--- src/rtl/por_reset_sequencer_if.sv ---
// Per-domain reset/acknowledge handshake and status bundle for the POR reset sequencer.
// The sequencer uses the master view; the core reset tree side uses the slave view.
interface por_reset_sequencer_if #(
    parameter int NUM_DOMAINS = 4,
    parameter int IDX_W       = (NUM_DOMAINS > 1) ? $clog2(NUM_DOMAINS) : 1
);
    logic [NUM_DOMAINS-1:0] domain_ack_i;
    logic [NUM_DOMAINS-1:0] domain_rst_o;
    logic                   seq_done_o;
    logic                   timeout_o;
    logic [IDX_W-1:0]       fault_idx_o;
    logic [2:0]             state_o;

    modport master (
        input  domain_ack_i,
        output domain_rst_o,
        output seq_done_o,
        output timeout_o,
        output fault_idx_o,
        output state_o
    );

    modport slave (
        output domain_ack_i,
        input  domain_rst_o,
        input  seq_done_o,
        input  timeout_o,
        input  fault_idx_o,
        input  state_o
    );
endinterface

--- src/rtl/por_reset_sequencer.sv ---
// Synchronises and stretches the POR cell output, then releases the core reset domains
// one at a time, waiting for each domain's acknowledge before moving on.
module por_reset_sequencer #(
    parameter int NUM_DOMAINS    = 4,
    parameter int STRETCH_CYCLES = 256,
    parameter int STAGE_GAP      = 16,
    parameter int ACK_TIMEOUT    = 1024,
    parameter int CNT_W          = 12
) (
    input  logic                        clk,
    input  logic                        rst,
    input  logic                        por_n_i,
    por_reset_sequencer_if.master       bus
);
    localparam int IDX_W = (NUM_DOMAINS > 1) ? $clog2(NUM_DOMAINS) : 1;

    localparam logic [CNT_W-1:0] STRETCH_LAST = CNT_W'(STRETCH_CYCLES - 1);
    localparam logic [CNT_W-1:0] GAP_LAST     = CNT_W'(STAGE_GAP - 1);
    localparam logic [CNT_W-1:0] TIMEOUT_LAST = CNT_W'(ACK_TIMEOUT - 1);
    localparam logic [IDX_W-1:0] IDX_LAST     = IDX_W'(NUM_DOMAINS - 1);

    typedef enum logic [2:0] {
        ST_HOLD     = 3'd0,
        ST_STRETCH  = 3'd1,
        ST_RELEASE  = 3'd2,
        ST_WAIT_ACK = 3'd3,
        ST_GAP      = 3'd4,
        ST_DONE     = 3'd5,
        ST_FAULT    = 3'd6
    } state_t;

    // Two-flop synchroniser; por_n_i feeds the first flop directly.
    logic r_sync1;
    logic r_sync2;
    logic w_por_s;

    state_t                  r_state;
    state_t                  w_state_next;
    logic [CNT_W-1:0]        r_cnt;
    logic [CNT_W-1:0]        w_cnt_next;
    logic [IDX_W-1:0]        r_idx;
    logic [IDX_W-1:0]        w_idx_next;
    logic [NUM_DOMAINS-1:0]  r_dom_rst;
    logic [NUM_DOMAINS-1:0]  w_dom_rst_next;
    logic                    r_seq_done;
    logic                    w_seq_done_next;
    logic                    r_timeout;
    logic                    w_timeout_next;
    logic [IDX_W-1:0]        r_fault_idx;
    logic [IDX_W-1:0]        w_fault_idx_next;

    logic w_ack;
    logic w_rst_all;
    logic w_release;

    assign w_por_s = r_sync2;
    assign w_ack   = bus.domain_ack_i[r_idx];

    always_comb begin
        w_state_next     = r_state;
        w_cnt_next       = r_cnt;
        w_idx_next       = r_idx;
        w_seq_done_next  = r_seq_done;
        w_timeout_next   = r_timeout;
        w_fault_idx_next = r_fault_idx;
        w_rst_all        = 1'b0;
        w_release        = 1'b0;

        // Brownout overrides every in-flight decision; fault status is deliberately kept.
        if ((r_state != ST_HOLD) && !w_por_s) begin
            w_state_next    = ST_HOLD;
            w_cnt_next      = '0;
            w_rst_all       = 1'b1;
            w_seq_done_next = 1'b0;
        end else begin
            unique case (r_state)
                ST_HOLD: begin
                    w_rst_all = 1'b1;
                    if (w_por_s) begin
                        w_state_next = ST_STRETCH;
                        w_cnt_next   = '0;
                    end
                end
                ST_STRETCH: begin
                    if (r_cnt == STRETCH_LAST) begin
                        w_state_next = ST_RELEASE;
                        w_idx_next   = '0;
                        w_cnt_next   = '0;
                    end else begin
                        w_cnt_next = r_cnt + 1'b1;
                    end
                end
                ST_RELEASE: begin
                    w_release    = 1'b1;
                    w_state_next = ST_WAIT_ACK;
                    w_cnt_next   = '0;
                end
                ST_WAIT_ACK: begin
                    // Acknowledge is checked first so it wins over a coincident timeout.
                    if (w_ack) begin
                        w_cnt_next = '0;
                        if (r_idx == IDX_LAST) begin
                            w_state_next    = ST_DONE;
                            w_seq_done_next = 1'b1;
                        end else begin
                            w_state_next = ST_GAP;
                        end
                    end else if (r_cnt == TIMEOUT_LAST) begin
                        w_state_next     = ST_FAULT;
                        w_timeout_next   = 1'b1;
                        w_fault_idx_next = r_idx;
                        w_rst_all        = 1'b1;
                    end else begin
                        w_cnt_next = r_cnt + 1'b1;
                    end
                end
                ST_GAP: begin
                    if (r_cnt == GAP_LAST) begin
                        w_state_next = ST_RELEASE;
                        w_idx_next   = r_idx + 1'b1;
                        w_cnt_next   = '0;
                    end else begin
                        w_cnt_next = r_cnt + 1'b1;
                    end
                end
                ST_DONE: begin
                    w_state_next = ST_DONE;
                end
                ST_FAULT: begin
                    w_rst_all = 1'b1;
                end
                default: begin
                    w_state_next = ST_HOLD;
                    w_cnt_next   = '0;
                    w_rst_all    = 1'b1;
                end
            endcase
        end
    end

    // Each domain bit is either forced high, cleared on its own release, or held.
    generate
        for (genvar gi = 0; gi < NUM_DOMAINS; gi++) begin : g_dom
            assign w_dom_rst_next[gi] = w_rst_all ? 1'b1 :
                                        ((w_release && (r_idx == IDX_W'(gi))) ? 1'b0 :
                                                                                r_dom_rst[gi]);
        end
    endgenerate

    always_ff @(posedge clk) begin
        if (rst) begin
            r_sync1     <= 1'b0;
            r_sync2     <= 1'b0;
            r_state     <= ST_HOLD;
            r_cnt       <= '0;
            r_idx       <= '0;
            r_dom_rst   <= '1;
            r_seq_done  <= 1'b0;
            r_timeout   <= 1'b0;
            r_fault_idx <= '0;
        end else begin
            r_sync1     <= por_n_i;
            r_sync2     <= r_sync1;
            r_state     <= w_state_next;
            r_cnt       <= w_cnt_next;
            r_idx       <= w_idx_next;
            r_dom_rst   <= w_dom_rst_next;
            r_seq_done  <= w_seq_done_next;
            r_timeout   <= w_timeout_next;
            r_fault_idx <= w_fault_idx_next;
        end
    end

    assign bus.domain_rst_o = r_dom_rst;
    assign bus.seq_done_o   = r_seq_done;
    assign bus.timeout_o    = r_timeout;
    assign bus.fault_idx_o  = r_fault_idx;
    assign bus.state_o      = r_state;

endmodule
--- src/flat_wrapper.sv ---
// flat-port wrapper written by rule: the top's interface ports become plain ports
module por_reset_sequencer_flat 
#(
    parameter int NUM_DOMAINS    = 4,
    parameter int STRETCH_CYCLES = 256,
    parameter int STAGE_GAP      = 16,
    parameter int ACK_TIMEOUT    = 1024,
    parameter int CNT_W          = 12
)
  (clk, rst, por_n_i, bus_domain_ack_i, bus_domain_rst_o, bus_seq_done_o, bus_timeout_o, bus_fault_idx_o, bus_state_o);
  por_reset_sequencer_if #(.NUM_DOMAINS(NUM_DOMAINS)) bus_i ();
  input  logic clk;
  input  logic rst;
  input  logic por_n_i;
  input wire logic [$bits(bus_i.domain_ack_i)-1:0] bus_domain_ack_i;
  output wire logic [$bits(bus_i.domain_rst_o)-1:0] bus_domain_rst_o;
  output wire logic [$bits(bus_i.seq_done_o)-1:0] bus_seq_done_o;
  output wire logic [$bits(bus_i.timeout_o)-1:0] bus_timeout_o;
  output wire logic [$bits(bus_i.fault_idx_o)-1:0] bus_fault_idx_o;
  output wire logic [$bits(bus_i.state_o)-1:0] bus_state_o;
  assign bus_i.domain_ack_i = bus_domain_ack_i;
  assign bus_domain_rst_o = bus_i.domain_rst_o;
  assign bus_seq_done_o = bus_i.seq_done_o;
  assign bus_timeout_o = bus_i.timeout_o;
  assign bus_fault_idx_o = bus_i.fault_idx_o;
  assign bus_state_o = bus_i.state_o;
  por_reset_sequencer #(.NUM_DOMAINS(NUM_DOMAINS), .STRETCH_CYCLES(STRETCH_CYCLES), .STAGE_GAP(STAGE_GAP), .ACK_TIMEOUT(ACK_TIMEOUT), .CNT_W(CNT_W)) u_core (.clk(clk), .rst(rst), .por_n_i(por_n_i), .bus(bus_i));
endmodule
--- config.mk ---
export PLATFORM = sky130hd
export DESIGN_NAME = por_reset_sequencer_flat
export DESIGN_NICKNAME = d
export VERILOG_FILES = /design/src/rtl/por_reset_sequencer_if.sv /design/src/rtl/por_reset_sequencer.sv /design/src/flat_wrapper.sv
export SDC_FILE = /design/constraint.sdc
export NUM_CORES = 1
export LEC_CHECK = 0
export BUFFER_PORTS_ARGS = -buffer_cell sky130_fd_sc_hd__buf_2
export CORE_ASPECT_RATIO = 1.5
export CORE_MARGIN = 1
export CORE_UTILIZATION = 40
export CTS_BUF_LIST = sky130_fd_sc_hd__clkbuf_2 sky130_fd_sc_hd__clkbuf_4 sky130_fd_sc_hd__clkbuf_8
export DETAILED_ROUTE_END_ITERATION = 8
export PLACE_DENSITY = 0.7
export REMOVE_ABC_BUFFERS = 1
export SYNTH_ARGS = -nofsm -noshare
export SYNTH_HDL_FRONTEND = slang
export SYNTH_SLANG_ARGS = --single-unit
--- constraint.sdc ---
create_clock -name clk -period 6.9 [get_ports clk]
set_clock_uncertainty 0.15 [all_clocks]
set_input_delay 1.38 -clock clk [delete_from_list [all_inputs] [get_ports clk]]
set_output_delay 1.38 -clock clk [all_outputs]
set_load 0.01 [all_outputs]
==> results by group, run 1 <==
Detailed routing
  – Routed wire per std cell: 13.49 um
  – Vias: 1224
  – Initial DRC Count: 29
  – Vias/cell: 5.464
  – Antenna viol nets, final: 0
  – # DRC: 0
  – Total wire length: 3022 um
  – 1st-pass router iterations: 4

Layout
  – Fill cells: 340
  – Finished Core Util: 46.55%
  – Post-route cell area: 1620 sq um
  – Final nets: 195
  – ANT cells: 0
  – Synth-to-layout area growth: 8.641%
  – Ratio of cells with drive above 1 in the final layout: 16.48%

Logic synthesis
  – Synth async-reset ratio: 0%
  – Yosys warns: 0
  – Mapped Area: 1491 sq um
  – Post-synth EDFFs: 0
  – Seq/Total Area, Yosys: 36.24%
  – Top_reg_cell synth: dfxtp_1
  – Cell variety after synth: 52
  – Largest area contributor in the netlist: dfxtp_1
  – Syn Area/Cell: 8.773 sq um
  – Synth top area share: 36.24%
  – Synth area leaders: dfxtp_1, nand2_1, nor2_1
  – #FFs+latches synth: 27
  – Synthesized instance count: 170

Setup path
  – Critical Path Sink Type: flip-flop
  – WP data arrival: 3.31 ns
  – Worst Setup Path Type: in -> reg
  – Setup crit start kind: primary input
  – Slowest stage delay, CP: 0.67 ns
  – RR Startpoint: u_core.r_idx[0]
  – Critical Path Start: bus_domain_ack_i[3]
  – Reg2reg setup slack: 4.22 ns
  – WP data required: 6.88 ns
  – Crit-path cells: buf_2 -> mux4_2 -> or2_1 -> o21ai_1 -> or4b_1 -> a31oi_1
  – Slowest CP cell: o21ai_1
  – Highest fanout seen on the critical path: 11

Global route
  – Total gr overflow: 0
  – Largest net degree at the start of global routing: 17
  – First-pass GRT wire length: 4961 um
  – Initial antenna violation count: 0
  – Vias in the first global route: 1118
  – Tot GR Track Use: 16.41%

Die
  – I/O pin count: 18
  – DIE AREA: 3982 sq um
  – Row count: 26
  – Core area: 3481 sq um
  – Die X-Extent: 51.86 um
  – Initial core utilization: 42.85%
  – Die Y: 76.79 um

Place
  – PortBufs: 17
  – Dpl cell area: 1572 sq um
  – Detailed placement HPWL: 2248 um
  – GP Congestion: 0.8139
  – Pre-CTS setup slack: 3.305 ns

Hold path
  – Min-Delay Startpoint: u_core.bus.domain_rst_o[0]
  – Hold crit path type: reg -> reg

Clock tree
  – Htree depth: 1
  – CTS Buf Count: 3
  – Clk sink count: 27
  – CTS Hold Bufs: 0
  – PostCTS Resize Cnt: 0
  – Worst-skew pair later-pin latency: 0.28 ns
  – Clock tree buffer depth: 2
  – Root buffer cell: clkbuf_8
  – CTS tree: built
  – Post-CTS Setup Bufs: 0
  – Clock-pin slew on the worst setup and hold paths: 0.11 ns

Pwr
  – Total power divided by cell area: 165.2 nW/um^2
  – Design Power: 0.2677 mW
  – Worst vdd ir: 93.82 uV
  – Leak: 0.5831 nW

Job
  – Max-cap violations: 0

Timing
  – RSZ-0062 raised after global routing: false
  – Final TNS setup: 0 ns
  – Worst Tran Pin Value: 0.7667 ns
  – Max-slew violation count: 0
  – Crit share post-route: 48.20%
  – Final setup margin: 3.574 ns
  – Final Hold Vio Count: 0
  – Fmax: 300.7 MHz
  – Setup-failing EPs final: 0
  – Tmin final: 3.326 ns
  – Relative slew slack: 48.54%

Run status
  – Status: finished, final reports clean
## cell families (layout without fill, tap and decap cells)
family,after synthesis,after routing,synth area share (%)
compound gates,35,35,18.37
xor+xnor,8,8,4.698
fa+ha+maj,5,5,4.195
buf+inv,14,26,5.117
flops,27,27,36.24
mux,4,4,3.523
simple gates,77,77,27.85
## state kept, by name (all words and copies together) (netlist names)
signal,flops
u_core.r_cnt,12
u_core.bus.timeout_o,1
u_core.r_idx,2
u_core.bus.fault_idx_o,2
u_core.r_sync2,1
u_core.r_sync1,1
u_core.bus.seq_done_o,1
u_core.bus.state_o,3
u_core.bus.domain_rst_o,4
## layout by cell type (no fill, tap or decap), drive strengths merged, types with 3 or more instances in the layout
cell type  count
o211ai         4
nor2          19
a21oi          4
nand2b         3
nand3          7
a31oi          4
ha             5
nor2b          3
xor2           7
a21o           5
dfxtp         27
inv            5
buf           17
nand2         19
or2            3
mux2i          3
clkbuf         3
o21ai          5
nor3           6
## routing by layer
layer,wire (um),global-route usage [%],vias up,part of all wire [%]
li1,-,-,626,-
met1,1339,18.15,578,44
met2,1576,28.85,15,52
met3,58,2.976,5,1.9
met4,47,7.568,0,1.6
met5,0,0,-,0
## worst paths after layout
kind / endpoint / cells after the start
worst min-delay path: u_core.bus.domain_rst_o[0] / 1
worst max-delay path: u_core.r_cnt[10] / 6
worst max register to register: u_core.r_cnt[10] / 5
worst min register to register: u_core.bus.domain_rst_o[0] / 1
## synthesized netlist by cell type (2+ instances only)
cell and number:
mux2i_1 3, a31oi_1 4, buf_4 2, and4_1 2
a21o_1 5, o211ai_1 4, clkbuf_1 4, nand2_1 19
a21oi_1 4, nand2b_1 3, xor2_1 7, buf_6 2
inv_1 5, dfxtp_1 27, or4b_1 2, and3_1 2
o21ai_0 3, o2111ai_1 2, nor3_1 5, nand3_1 6
ha_1 5, nand4_1 2, nor2_1 19, or4_1 2
nand3b_1 2, nor2b_1 3
## worst max-delay path: cells and delay by family
family / cells / cell delay (ns)
mux: 1 / 0.48
compound gates: 2 / 0.76
simple gates: 2 / 0.59
buf+inv: 1 / 0.09
## report_power, final
part | internal [mW] | switching (mW)
Sequential | 0.157 | 0.00167
Combinational | 0.00550 | 0.00859
Clock | 0.0411 | 0.0538
Total | 0.204 | 0.0641
## metrics by stage
stage               cells  hold WS, ns
global route          224       0.3374
global placement      220       0.2717
floorplan             161       0.2638
CTS                   224       0.3092
detailed placement    220       0.2838
finish                224       0.3053
## cell type report
class | count | area [sq um] | area share, %
multi-input cells | 129 | 874.6 | 53.98
flip-flops and latches | 27 | 540.5 | 33.36
repair buffers | 17 | 85.08 | 5.251
well taps | 42 | 52.55 | 3.243
clock buffers | 3 | 41.29 | 2.548
inverters | 5 | 18.77 | 1.158
clock inverters | 1 | 7.507 | 0.4633
No activity file was read; power rests on OpenSTA's default activity.
==> run 2, diff against run 1 <==
--- a/config.mk
+++ b/config.mk
@@ -11,7 +11,7 @@
 export CORE_UTILIZATION = 40
 export CTS_BUF_LIST = sky130_fd_sc_hd__clkbuf_2 sky130_fd_sc_hd__clkbuf_4 sky130_fd_sc_hd__clkbuf_8
 export DETAILED_ROUTE_END_ITERATION = 8
-export PLACE_DENSITY = 0.7
+export PLACE_DENSITY = 0.73
 export REMOVE_ABC_BUFFERS = 1
 export SYNTH_ARGS = -nofsm -noshare
 export SYNTH_HDL_FRONTEND = slang
==> constraint.sdc (replaced) <==
create_clock -name clk -period 2.85 [get_ports clk]
set_clock_uncertainty 0.15 [all_clocks]
set_input_delay 0.57 -clock clk [delete_from_list [all_inputs] [get_ports clk]]
set_output_delay 0.57 -clock clk [all_outputs]
set_load 0.01 [all_outputs]
==> results by group, run 2 (synthesis gave the netlist of run 1 again) <==
Pwr
  – Combinational Power Share: 5.9% (+0.6 points)
  – Share of total power in the clock network: 35.1% (-0.4 points)
  – Total power divided by cell area: 392.1 nW/um^2 (+140%)
  – Sequential power share: 59.0% (-0.3 points)
  – Leak: 0.6071 nW (+4.1%)
  – Switching Fraction: 23.71% (-0.24 points)
  – Design Power: 0.6501 mW (+140%)
  – Worst vdd ir: 273.7 uV (+190%)
  – Internal Pwr Total: 0.4959 mW (+140%)
  – Psw: 0.1541 mW (+140%)

Setup path
  – Critical Path Sink Type: flip-flop
  – Highest fanout seen on the critical path: 13 (+2)
  – WP data required: 2.91 ns (-3.97 ns)
  – WP data arrival: 2.47 ns (-0.84 ns)
  – Slowest stage delay, CP: 0.60 ns (-0.07 ns)
  – Crit-path cells: nand3b_1 -> or2_1 -> o21ai_1 -> buf_4 -> or4b_1 -> a31oi_1
  – Setup crit start kind: flip-flop
  – Worst Setup Path Type: reg -> reg
  – Slowest CP cell: dfxtp_1

Layout
  – Most frequent cells in the layout: dfxtp_1, nand2_1, nor2_1
  – ANT cells: 0 (unchanged)
  – Multi-input gate area: 874.6 sq um (unchanged)
  – Max reg flops: 12 (unchanged)
  – Final nets: 200 (+2.6%)
  – Ratio of cells with drive above 1 in the final layout: 18.72% (+2.2 points)
  – Most flops, register: u_core.r_cnt
  – Commonest non-fill, non-tap cell in the layout: dfxtp_1
  – Synth-to-layout area growth: 11.16%
  – Post-route insts no fill: 229 (+2.2%)
  – FF+latch area: 540.5 sq um (unchanged)
  – Fill cells: 358 (+5.3%)

Place
  – Pre-CTS setup slack: 0.3171 ns (-2.988 ns)
  – Detailed placement HPWL: 2128 um (-5.3%)
  – PortBufs: 17 (unchanged)
  – GP Congestion: 0.8219 (+0.98%)
  – Placed Cells: 225 (+2.3%)

Global route
  – Vias in the first global route: 1125 (+0.63%)
  – First-pass GRT wire length: 5030 um (+1.4%)
  – M2 GR Usage: 27.56% (-1.3 points)
  – GRT met1 Usage: 19.59% (+1.4 points)
  – Total gr overflow: 0 (unchanged)
  – GR peak layer: met2
  – Met3 GRT Util: 2.976% (unchanged)
  – Tot GR Track Use: 16.60% (+0.19 points)
  – Initial antenna violation count: 0 (unchanged)
  – Largest net degree at the start of global routing: 17 (unchanged)

Detailed routing
  – Antenna viol nets, final: 0 (unchanged)
  – 1st-pass router iterations: 4 (unchanged)
  – Initial DRC Count: 28 (-3.4%)
  – # DRC: 0 (unchanged)
  – Vias/cell: 5.293 (-3.1%)
  – Vias: 1212 (-0.98%)
  – Routed wire per std cell: 13.05 um (-3.3%)
  – Total wire length: 2989 um (-1.1%)

Clock tree
  – Clk sink count: 27 (unchanged)
  – CTS tree: built
  – CTS Buf Count: 3 (unchanged)
  – PostCTS Resize Cnt: 0 (unchanged)
  – CTS Hold Bufs: 0 (unchanged)
  – Root buffer cell: clkbuf_8
  – Clock tree buffer depth: 2 (unchanged)
  – Worst-skew pair later-pin latency: 0.28 ns (about the same)
  – Post-CTS Setup Bufs: 0 (unchanged)
  – Clock-pin slew on the worst setup and hold paths: 0.10 ns (about the same)
  – Htree depth: 1 (unchanged)

Timing
  – Final TNS setup: 0 ns (unchanged)
  – Min Hold Slack: 0.3020 ns (-0.003362 ns)
  – Final Hold Vio Count: 0 (unchanged)
  – Tmin final: 2.416 ns
  – Setup-failing EPs final: 0 (unchanged)
  – Max-slew violation count: 0 (unchanged)
  – Worst Tran Pin Value: 0.5330 ns (-0.2337 ns)
  – Fmax: 414.0 MHz
  – RSZ-0062 raised after global routing: false
  – Final setup margin: 0.4344 ns (-3.140 ns)
  – Crit share post-route: 84.76%
  – Relative slew slack: 64.09% (+16 points)

Hold path
  – Hold crit path type: reg -> reg

Die
  – Die Y: 76.79 um (unchanged)
  – Initial core utilization: 42.85% (unchanged)
  – DIE AREA: 3982 sq um (unchanged)
  – Die X-Extent: 51.86 um (unchanged)
  – I/O pin count: 18 (unchanged)
  – Row count: 26 (unchanged)
  – Core area: 3481 sq um (unchanged)

Job
  – Max-cap violations: 0 (unchanged)

Run status
  – Status: finished, final reports clean
-- run 2: layout make-up --
type | count | share of cell area (%)
sequential | 27 | 32.60
inverter | 5 | 1.132
tap | 42 | 3.170
clock buffer | 3 | 2.491
timing repair buffer | 22 | 7.396
clock inverter | 1 | 0.4528
multi-input combinational | 129 | 52.75
-- run 2: final timing paths --
| kind | start | to | slack (ns) | cells after the start |
|---|---|---|---|---|
| worst min-delay path | u_core.r_sync1 | u_core.r_sync2 | 0.30 | 1 |
| worst max-delay path | u_core.bus.state_o[2] | u_core.r_cnt[9] | 0.43 | 6 |
| worst max register to register | u_core.bus.state_o[2] | u_core.r_cnt[9] | 0.43 | 6 |
| worst min register to register | u_core.r_sync1 | u_core.r_sync2 | 0.30 | 1 |
-- run 2: worst max-delay path: cells and delay by family, from the launching register on --
kind                   cells  cell delay, ns
and+or+nand+nor            3            1.07
buffers and inverters      1            0.20
AOI/OAI and AO/OA          2            0.32
DFF                        1            0.60
-- run 2: per-layer routing --
| metal | vias up | routed length [um] |
|---|---|---|
| met1 | 555 | 1358 |
| met5 | - | 0 |
| li1 | 641 | - |
| met4 | 0 | 31 |
| met2 | 14 | 1539 |
| met3 | 2 | 59 |
-- run 2: power by group through the flow --
stage | Combinational (mW) | Sequential, mW | Clock [mW]
global placement | 0.0378 | 0.392 | 0
floorplan | 0.0226 | 0.392 | 0
detailed placement | 0.0379 | 0.392 | 0
finish | 0.0381 | 0.384 | 0.228
CTS | 0.0386 | 0.384 | 0.232
global route | 0.0419 | 0.384 | 0.248
-- run 2: through the flow --
step,util (%),area (sq um)
6_report,47.63,1658
5_1_grt,47.63,1658
4_1_cts,47.63,1658
3_5_place_dp,46.23,1609
3_3_place_gp,46.23,1609
2_1_floorplan,-,1434
